## config.mk

```make
export PLATFORM = sky130hd
export DESIGN_NAME = pipe_drain_buffer
export DESIGN_NICKNAME = d
export VERILOG_FILES = /design/src/rtl/pipe_drain_buffer_pkg.sv /design/src/rtl/pipe_drain_buffer_fifo.sv /design/src/rtl/pipe_drain_buffer.sv
export SDC_FILE = /design/constraint.sdc
export NUM_CORES = 1
export LEC_CHECK = 0
export CORE_ASPECT_RATIO = 1.1
export CORE_MARGIN = 4
export CORE_UTILIZATION = 55
export DETAILED_ROUTE_END_ITERATION = 7
export PLACE_DENSITY = 0.81
export SLEW_MARGIN = 25
export SYNTH_ARGS = -nofsm -noshare
export SYNTH_HDL_FRONTEND = slang
export SYNTH_SLANG_ARGS = --single-unit
```

## constraint.sdc

```tcl
create_clock -name clk -period 6.2 [get_ports clk]
set_input_delay 0.62 -clock clk [delete_from_list [all_inputs] [get_ports clk]]
set_output_delay 0.62 -clock clk [all_outputs]
set_load 0.05 [all_outputs]
```

## src/rtl/pipe_drain_buffer_pkg.sv

```systemverilog
`default_nettype none
// ============================================================================
// Module   : pipe_drain_buffer_pkg
// Purpose  : Shared sizing helpers and pointer arithmetic for the drain buffer.
// Revision : 1.0  initial release
// ============================================================================
package pipe_drain_buffer_pkg;

    localparam int c_DEF_BITWIDTH  = 8;
    localparam int c_DEF_NUM_STAGE = 2;
    localparam int c_DEF_DEPTH     = 4;

    // Counter width able to hold 0..depth inclusive (count and credits).
    function automatic int cnt_w(input int depth);
        return $clog2(depth + 1);
    endfunction

    // Pointer width; a single-entry FIFO still needs a 1-bit pointer.
    function automatic int ptr_w(input int depth);
        return (depth > 1) ? $clog2(depth) : 1;
    endfunction

    // Increment with wrap at depth-1, so depth need not be a power of two.
    function automatic logic [31:0] ptr_inc(input logic [31:0] ptr, input int depth);
        return (ptr == 32'(depth - 1)) ? 32'd0 : ptr + 32'd1;
    endfunction

endpackage : pipe_drain_buffer_pkg
`default_nettype wire

```

## src/rtl/pipe_drain_buffer_fifo.sv

```systemverilog
`default_nettype none
// ============================================================================
// Module   : drain_fifo_core
// Purpose  : Circular result buffer with push/pop, occupancy and sticky
//            overflow detection for results arriving without a free slot.
// Revision : 1.0  initial release
// ============================================================================
module drain_fifo_core
    import pipe_drain_buffer_pkg::*;
#(
    parameter int BITWIDTH = c_DEF_BITWIDTH,
    parameter int DEPTH    = c_DEF_DEPTH
) (
    input  logic                clk,
    input  logic                rst,
    input  logic                in_valid,
    input  logic [BITWIDTH-1:0] in_data,
    input  logic                pop,
    output logic                out_valid,
    output logic [BITWIDTH-1:0] out_data,
    output logic                overflow
);

    localparam int c_CNT_W = cnt_w(DEPTH);
    localparam int c_PTR_W = ptr_w(DEPTH);

    logic [BITWIDTH-1:0] r_mem [DEPTH];
    logic [c_PTR_W-1:0]  r_wr_ptr;
    logic [c_PTR_W-1:0]  r_rd_ptr;
    logic [c_CNT_W-1:0]  r_count;
    logic                r_overflow;

    logic w_full;
    logic w_pop;
    logic w_push;

    assign w_full = (r_count == c_CNT_W'(DEPTH));
    assign w_pop  = pop & out_valid;
    // A full buffer still accepts when the head leaves in the same cycle.
    assign w_push = in_valid & (~w_full | w_pop);

    // Storage is deliberately left out of reset.
    always_ff @(posedge clk) begin
        if (w_push) begin
            r_mem[r_wr_ptr] <= in_data;
        end
    end

    always_ff @(posedge clk or posedge rst) begin
        if (rst) begin
            r_wr_ptr   <= '0;
            r_rd_ptr   <= '0;
            r_count    <= '0;
            r_overflow <= 1'b0;
        end else begin
            if (w_push) begin
                r_wr_ptr <= c_PTR_W'(ptr_inc(32'(r_wr_ptr), DEPTH));
            end
            if (w_pop) begin
                r_rd_ptr <= c_PTR_W'(ptr_inc(32'(r_rd_ptr), DEPTH));
            end
            if (w_push && !w_pop) begin
                r_count <= r_count + c_CNT_W'(1);
            end else if (!w_push && w_pop) begin
                r_count <= r_count - c_CNT_W'(1);
            end
            if (in_valid && w_full && !w_pop) begin
                r_overflow <= 1'b1;
            end
        end
    end

    assign out_valid = (r_count != '0);
    assign out_data  = out_valid ? r_mem[r_rd_ptr] : '0;
    assign overflow  = r_overflow;

endmodule : drain_fifo_core
`default_nettype wire

```

## src/rtl/pipe_drain_buffer.sv

```systemverilog
`default_nettype none
// ============================================================================
// Module   : pipe_drain_buffer
// Purpose  : Credit-gated terminator turning a non-stallable pipeline tail
//            into a stallable valid/ready stream.
// Revision : 1.0  initial release
// ============================================================================
module pipe_drain_buffer
    import pipe_drain_buffer_pkg::*;
#(
    parameter int BITWIDTH  = c_DEF_BITWIDTH,
    parameter int NUM_STAGE = c_DEF_NUM_STAGE,
    parameter int DEPTH     = c_DEF_DEPTH
) (
    input  logic                     clk,
    input  logic                     rst,
    input  logic                     issue_valid,
    output logic                     issue_ready,
    input  logic                     in_valid,
    input  logic [BITWIDTH-1:0]      in_data,
    output logic                     out_valid,
    output logic [BITWIDTH-1:0]      out_data,
    input  logic                     out_ready,
    output logic [cnt_w(DEPTH)-1:0]  credits,
    output logic                     overflow
);

    localparam int c_CNT_W = cnt_w(DEPTH);

    if (DEPTH < 1 || NUM_STAGE < 0) begin : g_param_check
        $error("pipe_drain_buffer: DEPTH must be >= 1 and NUM_STAGE >= 0");
    end

    logic [c_CNT_W-1:0] r_credits;
    logic               w_issue_fire;
    logic               w_out_fire;

    assign w_issue_fire = issue_valid & issue_ready;
    assign w_out_fire   = out_valid & out_ready;

    // One credit per slot; a slot freed by a pop is reusable next cycle.
    always_ff @(posedge clk or posedge rst) begin
        if (rst) begin
            r_credits <= c_CNT_W'(DEPTH);
        end else if (w_issue_fire && !w_out_fire) begin
            r_credits <= r_credits - c_CNT_W'(1);
        end else if (!w_issue_fire && w_out_fire) begin
            r_credits <= r_credits + c_CNT_W'(1);
        end
    end

    assign issue_ready = (r_credits != '0);
    assign credits     = r_credits;

    drain_fifo_core #(
        .BITWIDTH (BITWIDTH),
        .DEPTH    (DEPTH)
    ) u_core (
        .clk       (clk),
        .rst       (rst),
        .in_valid  (in_valid),
        .in_data   (in_data),
        .pop       (w_out_fire),
        .out_valid (out_valid),
        .out_data  (out_data),
        .overflow  (overflow)
    );

endmodule : pipe_drain_buffer
`default_nettype wire

```

==> results.json <==
{
  "clock_latency_ps": 340,
  "ys_ff_latch": 43,
  "grt_pass1_vias": 1064,
  "start_util_pct": 56.86,
  "max_cap_viol_count": 0,
  "numCtsBuffers": 5,
  "postCtsHoldBufs": 0,
  "cts_buffer_depth": 2,
  "fin_area_sq_um": 2206,
  "clk_pin_slew_ps": 100,
  "grt_setup_unrepaired": "false",
  "multi_input_area_sq_um": 588.1,
  "cp.required_ps": 5580,
  "synth_top_area_cell": "edfxtp_1",
  "htree_num_levels": 2,
  "worstPathCellList": "mux4_2, and2_1, clkdlybuf4s50_1",
  "tightest_slew_ps": 582.7,
  "regArea_sq_um": 1237,
  "wl_per_cell_um": 17.05,
  "critPathMaxFanout": 11,
  "place_area_sq_um": 2157,
  "ys_warn_count": 0,
  "grt_use_total_pct": 15.27,
  "layout-area-overhead-vs-synth_pct": 17.46,
  "grt_pass1_wl_um": 4995,
  "diodes": 0,
  "synth_nets": 129,
  "critPathKind": "flip-flop to output port",
  "crit_path_top_delay_cell": "dfrtp_1",
  "avgSynthCellArea_sq_um": 17.55,
  "regToRegSetupSlack_ps": 3830,
  "dr_total_vias": 931,
  "grt_max_degree": 13,
  "ant_nets": 0,
  "rows": 22,
  "syn_inst": 107,
  "arrival_ps": 2510,
  "hpwl_um": 2106,
  "setup-tns-final_ps": 0,
  "yosysUniqueCellTypes": 22,
  "dieHeight_um": 69.29,
  "fin_crit_sh_pct": 50.54,
  "cts.root.buffer_cell": "clkbuf_4",
  "cts_resized": 0,
  "clock_skew_ps": 11.91,
  "die_x_um": 63.72,
  "max_freq_mhz": 319.2,
  "drc": 0,
  "dr.first_iter.drc_count": 36,
  "globalRoute.totalOverflow": 0,
  "fin_crit_ps": 3133,
  "core_area_sq_um": 3303,
  "synthTopCellsByArea": "edfxtp_1 51%, dfrtp_1 13%, mux4_2 9.6%",
  "drt_pre_antenna_iters": 2,
  "nFillCells": 246,
  "hold_class": "flip-flop to flip-flop",
  "ios": 27,
  "routed_via_density": 5.382,
  "final-setup-viol-count": 0,
  "synth_top_area_share_pct": 51.17,
  "cpPeakStageDelay_ps": 730,
  "status": "finished, final reports clean",
  "numPortBuffers": 26,
  "wl_um": 2949,
  "yosysSeqAreaShare_pct": 65.89,
  "endpoint_kind": "output port",
  "cts_tree": "done",
  "syn_area_sq_um": 1878,
  "clock-sinks": 43,
  "slew_violations": 0,
  "finalHoldViolations": 0,
  "dieArea_sq_um": 4414,
  "worstSetupStartpointType": "flip-flop",
  "drive_gt1_share_pct": 14.60,
  "final_nets": 158,
  "place.gp.congestion": 0.6774,
  "post_cts_buffers": 0,
  "antenna_found_initial": 0,
  "slew_headroom_pct": 61.15,
  "final_util_pct": 66.78
}
## registers in the layout, indices dropped and copies added (netlist names)
| signal | flops |
|---|---|
| u_core.overflow | 1 |
| credits | 3 |
| u_core.r_count | 3 |
| u_core.r_wr_ptr | 2 |
| u_core.r_mem | 32 |
| u_core.r_rd_ptr | 2 |
## cells in the mapped netlist
master	n
a21o_1	1
and2_1	13
buf_4	1
buf_6	1
clkbuf_1	2
dfrtp_1	10
dfstp_2	1
edfxtp_1	32
fa_1	2
ha_1	7
inv_1	7
mux2_2	3
mux2_4	2
mux2i_1	1
mux4_2	8
nand2_1	2
nor2_1	4
nor2b_1	1
nor4b_4	1
or3_1	2
xnor2_1	2
xor2_1	4
## metal layers
| layer | vias to the layer above | wire, um | part of all wire [%] | global-route usage (%) |
|---|---|---|---|---|
| met2 | 14 | 1592 | 54 | 25.99 |
| met3 | 6 | 101 | 3.4 | 5.348 |
| met5 | - | 0 | 0 | 0 |
| met4 | 0 | 42 | 1.4 | 5.036 |
| li1 | 442 | - | - | - |
| met1 | 469 | 1213 | 41 | 17.93 |
## layout by cell type (no fill, tap or decap), types with 3 or more instances in the layout
| cell | netlist | routed |
|---|---|---|
| ha_1 | 7 | 7 |
| and2_1 | 13 | 13 |
| mux2_2 | 3 | 3 |
| xor2_1 | 4 | 4 |
| nor2_1 | 4 | 4 |
| clkdlybuf4s50_1 | 0 | 26 |
| mux4_2 | 8 | 8 |
| edfxtp_1 | 32 | 32 |
| inv_1 | 7 | 7 |
| dfrtp_1 | 10 | 10 |
| clkbuf_4 | 0 | 5 |
## worst paths after layout
check,startpoint,end,depth (start not counted)
min reg2reg,u_core.overflow$_DFFE_PP0P_,u_core.overflow$_DFFE_PP0P_,1
min,u_core.overflow$_DFFE_PP0P_,u_core.overflow$_DFFE_PP0P_,1
max,u_core.r_rd_ptr[0]$_DFFE_PP0N_,out_data[6],3
max in group asynchronous,rst,credits[2]$_DFFE_PP1P_,2
max reg2reg,u_core.r_count[0]$_DFFE_PP0P_,u_core.r_count[2]$_DFFE_PP0P_,8
min in group asynchronous,rst,u_core.r_count[2]$_DFFE_PP0P_,2
## worst max-delay path: cells and delay by family (launching register included)
| family | cells | cell delay [ps] |
|---|---|---|
| muxes | 1 | 570 |
| DFF | 1 | 730 |
| buffers and inverters | 1 | 700 |
| and+or+nand+nor | 1 | 180 |
## through the flow
step	setup WS, ps	cells	hold WS [ps]
after floorplan	3815	107	457.7
after global placement	3379	165	439.4
after detailed placement	3250	165	449.8
after CTS	2992	173	474.7
after global routing	2893	173	496.7
final	3067	173	468.5
## final cells by class
cell class | instances | share of cell area [%]
clock buffer | 6 | 1.872
tap | 36 | 2.042
multi-input combinational | 53 | 26.66
inverter | 7 | 1.191
timing repair buffer | 26 | 11.80
clock inverter | 2 | 0.3403
sequential | 43 | 56.10
## cells by family after synthesis
kind of cell,Yosys count,share of synthesized area [%]
AO/OA/AOI/OAI,1,0.3999
buffers and inverters,11,2.799
AND/OR/NAND/NOR,23,7.795
XOR/XNOR,6,2.798
multiplexers,14,13.52
flip-flops,43,65.89
adder cells (fa/ha/maj),9,6.795
Power is not shown: default switching activity piles up to over one toggle a cycle in this logic, so the estimate is an artifact.
==> edit 1: new RTL, same settings <==
Register the output `overflow`, without a reset; this adds one clock of latency there. The other outputs are not delayed to match.
--- a/src/rtl/pipe_drain_buffer.sv
+++ b/src/rtl/pipe_drain_buffer.sv
@@ -28,2 +28,4 @@
     localparam int c_CNT_W = cnt_w(DEPTH);
+
+    logic overflow_d;
 
@@ -65,4 +67,8 @@
         .out_data  (out_data),
-        .overflow  (overflow)
+        .overflow  (overflow_d)
     );
+
+    always_ff @(posedge clk) begin
+        overflow <= overflow_d;
+    end
 
Function: changed (a bounded check fails within 10 cycles, from zero or initial values and one cycle with rst high).
==> edit 1 against the original RTL <==
Routed wire length is 2.2% higher. Worst setup slack worse by 0.026 ns. Design area is 1.6% higher. Highest routed layer unchanged. Sequential cell count is 1 higher. Synthesized area is 1.1% higher. Maximum frequency is 0.81% lower. Worst hold slack worse by 0.074 ns. Clock skew is 0.0014 ns lower. Register-to-register slack hardly changed.
Power is not shown: default switching activity piles up to over one toggle a cycle in this logic, so the estimate is an artifact.
==> edit 1: results <==
set metrics [dict create \
    outcome "complete, no violations" \
    met3_length_um 114 \
    antenna_found_initial 0 \
    dpl_cell_area_mm2 0.00219 \
    reg2reg_from "u_core.r_count[0]$_DFFE_PP0P_" \
    wl_met2_um 1640 \
    cts_resized 0 \
    synthTopCellsByCount "32 x edfxtp_1, 13 x and2_1, 10 x dfrtp_1" \
    grt_max_degree 14 \
    numCtsBuffers 5 \
    max_stage_delay_ns 0.75 \
    portBuffers 26 \
    grt_usage_pct 15.9 \
    r2r_slack_ns 3.84 \
    yosysSeqAreaShare_pct 66.2 \
    grt_first_pass_wirelength_um 5330 \
    synthArstFlopShare_pct 25.0 \
    worstHoldPathType "flop to flop" \
    holdCritStartpoint "u_core.overflow$_DFFE_PP0P_" \
    htreeDepth 2 \
    synthMuxAreaShare_pct 13.4 \
    pre_cts_ws_ns 3.28 \
    synth-compound-area-share_pct 0.396 \
    crit_family "flip-flops" \
    num-nets-final 159 \
    synth_fa_ha_area_share_pct 6.72 \
    hold_depth 0 \
    insertion_delay_ns 0.34 \
    crit_slowest_cell "dfrtp_1" \
    first_iter_violations 17 \
    largest_register_ffs 32 \
    syn_nets 130 \
    vias 965 \
    arrival_ns 2.54 \
    yosysWarnings 0 \
    fin_skew_ns 0.0105 \
    holdPathEnd "overflow$_DFF_P_" \
    synth_xor_area_share_pct 2.77 \
    cts_buffer_depth 2 \
    wl_per_cell_um 16.2 \
    dp_hpwl_um 2220 \
    gp_congestion 0.765 \
    fin_crit_ns 3.16 \
    clkSlewWorstSetupHoldPaths_ns 0.12 \
    synthTopCellsByArea "edfxtp_1 51%, dfrtp_1 13%, mux4_2 9.5%" \
    slew_headroom_pct 59.4 \
    grt_pass1_vias 1104 \
    met1_length_um 1220 \
    drt-pass1-iter-count 4 \
    drive_gt1_share_pct 15.2 \
    yosysUniqueCellTypes 23 \
    crit_fanout 11 \
]
-- edit 1: cell families after synthesis --
logic type               count (synthesis)
AO/OA/AOI/OAI                            1
buffers and inverters                   11
adder cells (fa/ha/maj)                  9
flip-flops                              44
AND/OR/NAND/NOR                         23
multiplexers                            14
XOR/XNOR                                 6
-- edit 1: layout make-up --
class	instances	area, µm²
inverters	7	26.3
clock buffers	7	45.0
well taps	48	60.1
fillers	243	1090
multi-input cells	53	588
clock inverters	1	5.00
repair buffers	26	260
flip-flops and latches	44	1260
-- edit 1: how the worst max path moves through the flow --
stage,startpoint,end,cells after the start
3_3_place_gp,out_ready,u_core.r_count[2]$_DFFE_PP0P_,9
6_report,u_core.r_rd_ptr[0]$_DFFE_PP0N_,out_data[7],3
5_1_grt,u_core.r_rd_ptr[0]$_DFFE_PP0N_,out_data[4],3
4_1_cts,u_core.r_rd_ptr[0]$_DFFE_PP0N_,out_data[7],3
3_5_place_dp,out_ready,u_core.r_count[2]$_DFFE_PP0P_,9
2_1_floorplan,u_core.r_count[0]$_DFFE_PP0P_,credits[2]$_DFFE_PP1P_,9
-- edit 1: worst register-to-register path, stage by stage (launching register included) --
cell	delay (ns)
dfrtp_1	0.48
or3_1	0.54
nand2_1	0.19
ha_1	0.20
inv_1	0.06
fa_1	0.39
xor2_1	0.16
nor2_1	0.12
xor2_1	0.15
-- edit 1: per-stage QoR --
step,cells,hold slack [ns],utilization [%]
6_report,186,0.395,67.3
4_1_cts,186,0.394,67.3
3_3_place_gp,178,0.359,65.8
2_1_floorplan,108,0.349,-
3_5_place_dp,178,0.367,65.8
5_1_grt,186,0.418,67.3
-- edit 1: routing by layer --
layer / vias to the layer above / GRT usage (%)
li1: 446 / -
met1: 491 / 19.0
met2: 24 / 27.7
met3: 4 / 3.89
met4: 0 / 5.76
met5: - / 0
==> edit 2: new RTL, config.mk and constraints unchanged <==
Made on the original files. The package constant `c_DEF_DEPTH` goes from 4 to 2.
--- a/src/rtl/pipe_drain_buffer_pkg.sv
+++ b/src/rtl/pipe_drain_buffer_pkg.sv
@@ -10,3 +10,3 @@
     localparam int c_DEF_NUM_STAGE = 2;
-    localparam int c_DEF_DEPTH     = 4;
+    localparam int c_DEF_DEPTH     = 2;
 
Ports: changed (resized credits); port bits go from 27 to 26. No check against the original RTL was run, so the function may have changed too.
==> edit 2 against the original RTL <==
Sequential cell count down 20. Synthesized area down 48%. Sequential share of layout area down 3.6 points. Global-route usage up 0.60 points. Worst setup slack better by 0.47 ns. Routed wire length down 44%. Design area down 43%. Largest cell class unchanged.
==> edit 2: results <==
set metrics [dict create \
    outcome "complete, no violations" \
    reg2reg_from "u_core.r_count[1]$_DFFE_PP0P_" \
    die_area_mm2 0.00250 \
    drive_gt1_share_pct 10.8 \
    synth_fa_ha_area_share_pct 2.58 \
    yosysUniqueCellTypes 19 \
    largest_register_ffs 16 \
    slew_headroom_pct 56.7 \
    portBuffers 25 \
    crit_fanout 9 \
    fin_skew_ns 0.00221 \
    num-nets-final 109 \
    vias 556 \
    yosysSeqAreaShare_pct 67.7 \
    hold_slack_ns 0.478 \
    synthArstFlopShare_pct 30.4 \
    synthTopCellsByArea "edfxtp_1 49%, dfrtp_1 15%, mux2i_1 8.2%" \
    crit_start "u_core.r_rd_ptr$_DFFE_PP0N_" \
    syn_nets 81 \
    gp_congestion 0.712 \
    synth_xor_area_share_pct 7.22 \
    final_area_mm2 0.00125 \
    synth_area_per_cell_um2 14.7 \
    routed_wl_um 1650 \
    dpl_cell_area_mm2 0.00123 \
    nFillCells 105 \
    grt_first_pass_wirelength_um 2640 \
]
[edit 2: cell types whose count changed in the layout (fill, tap and decap cells not counted), sizes merged, moves of 5 or more]
cell | unedited run | this run
and2 | 13 | 2
edfxtp | 32 | 16
ha | 7 | 2
mux2 | 5 | 0
mux2i | 1 | 8
mux4 | 8 | 0
nor2 | 4 | 12
[edit 2: critical path, cell delays in order, from the launching register on]
cell and delay, ns:
dfrtp_1 0.66, mux2i_1 0.15, nor2_1 0.12, clkdlybuf4s50_1 0.81
[edit 2: cell type report]
type | count | area share (%)
repair buffers | 25 | 20.0
clock buffers | 4 | 2.10
flip-flops and latches | 23 | 52.4
well taps | 17 | 1.70
inverters | 3 | 0.899
multi-input cells | 38 | 22.9
[edit 2: per-layer routing]
layer	track usage (%)	routed length (µm)	up-vias	share of wire, %
met4	8.07	44	0	2.7
met2	26.2	847	16	51
li1	-	-	278	-
met5	0	0	-	0
met3	2.77	90	5	5.5
met1	19.1	667	257	40
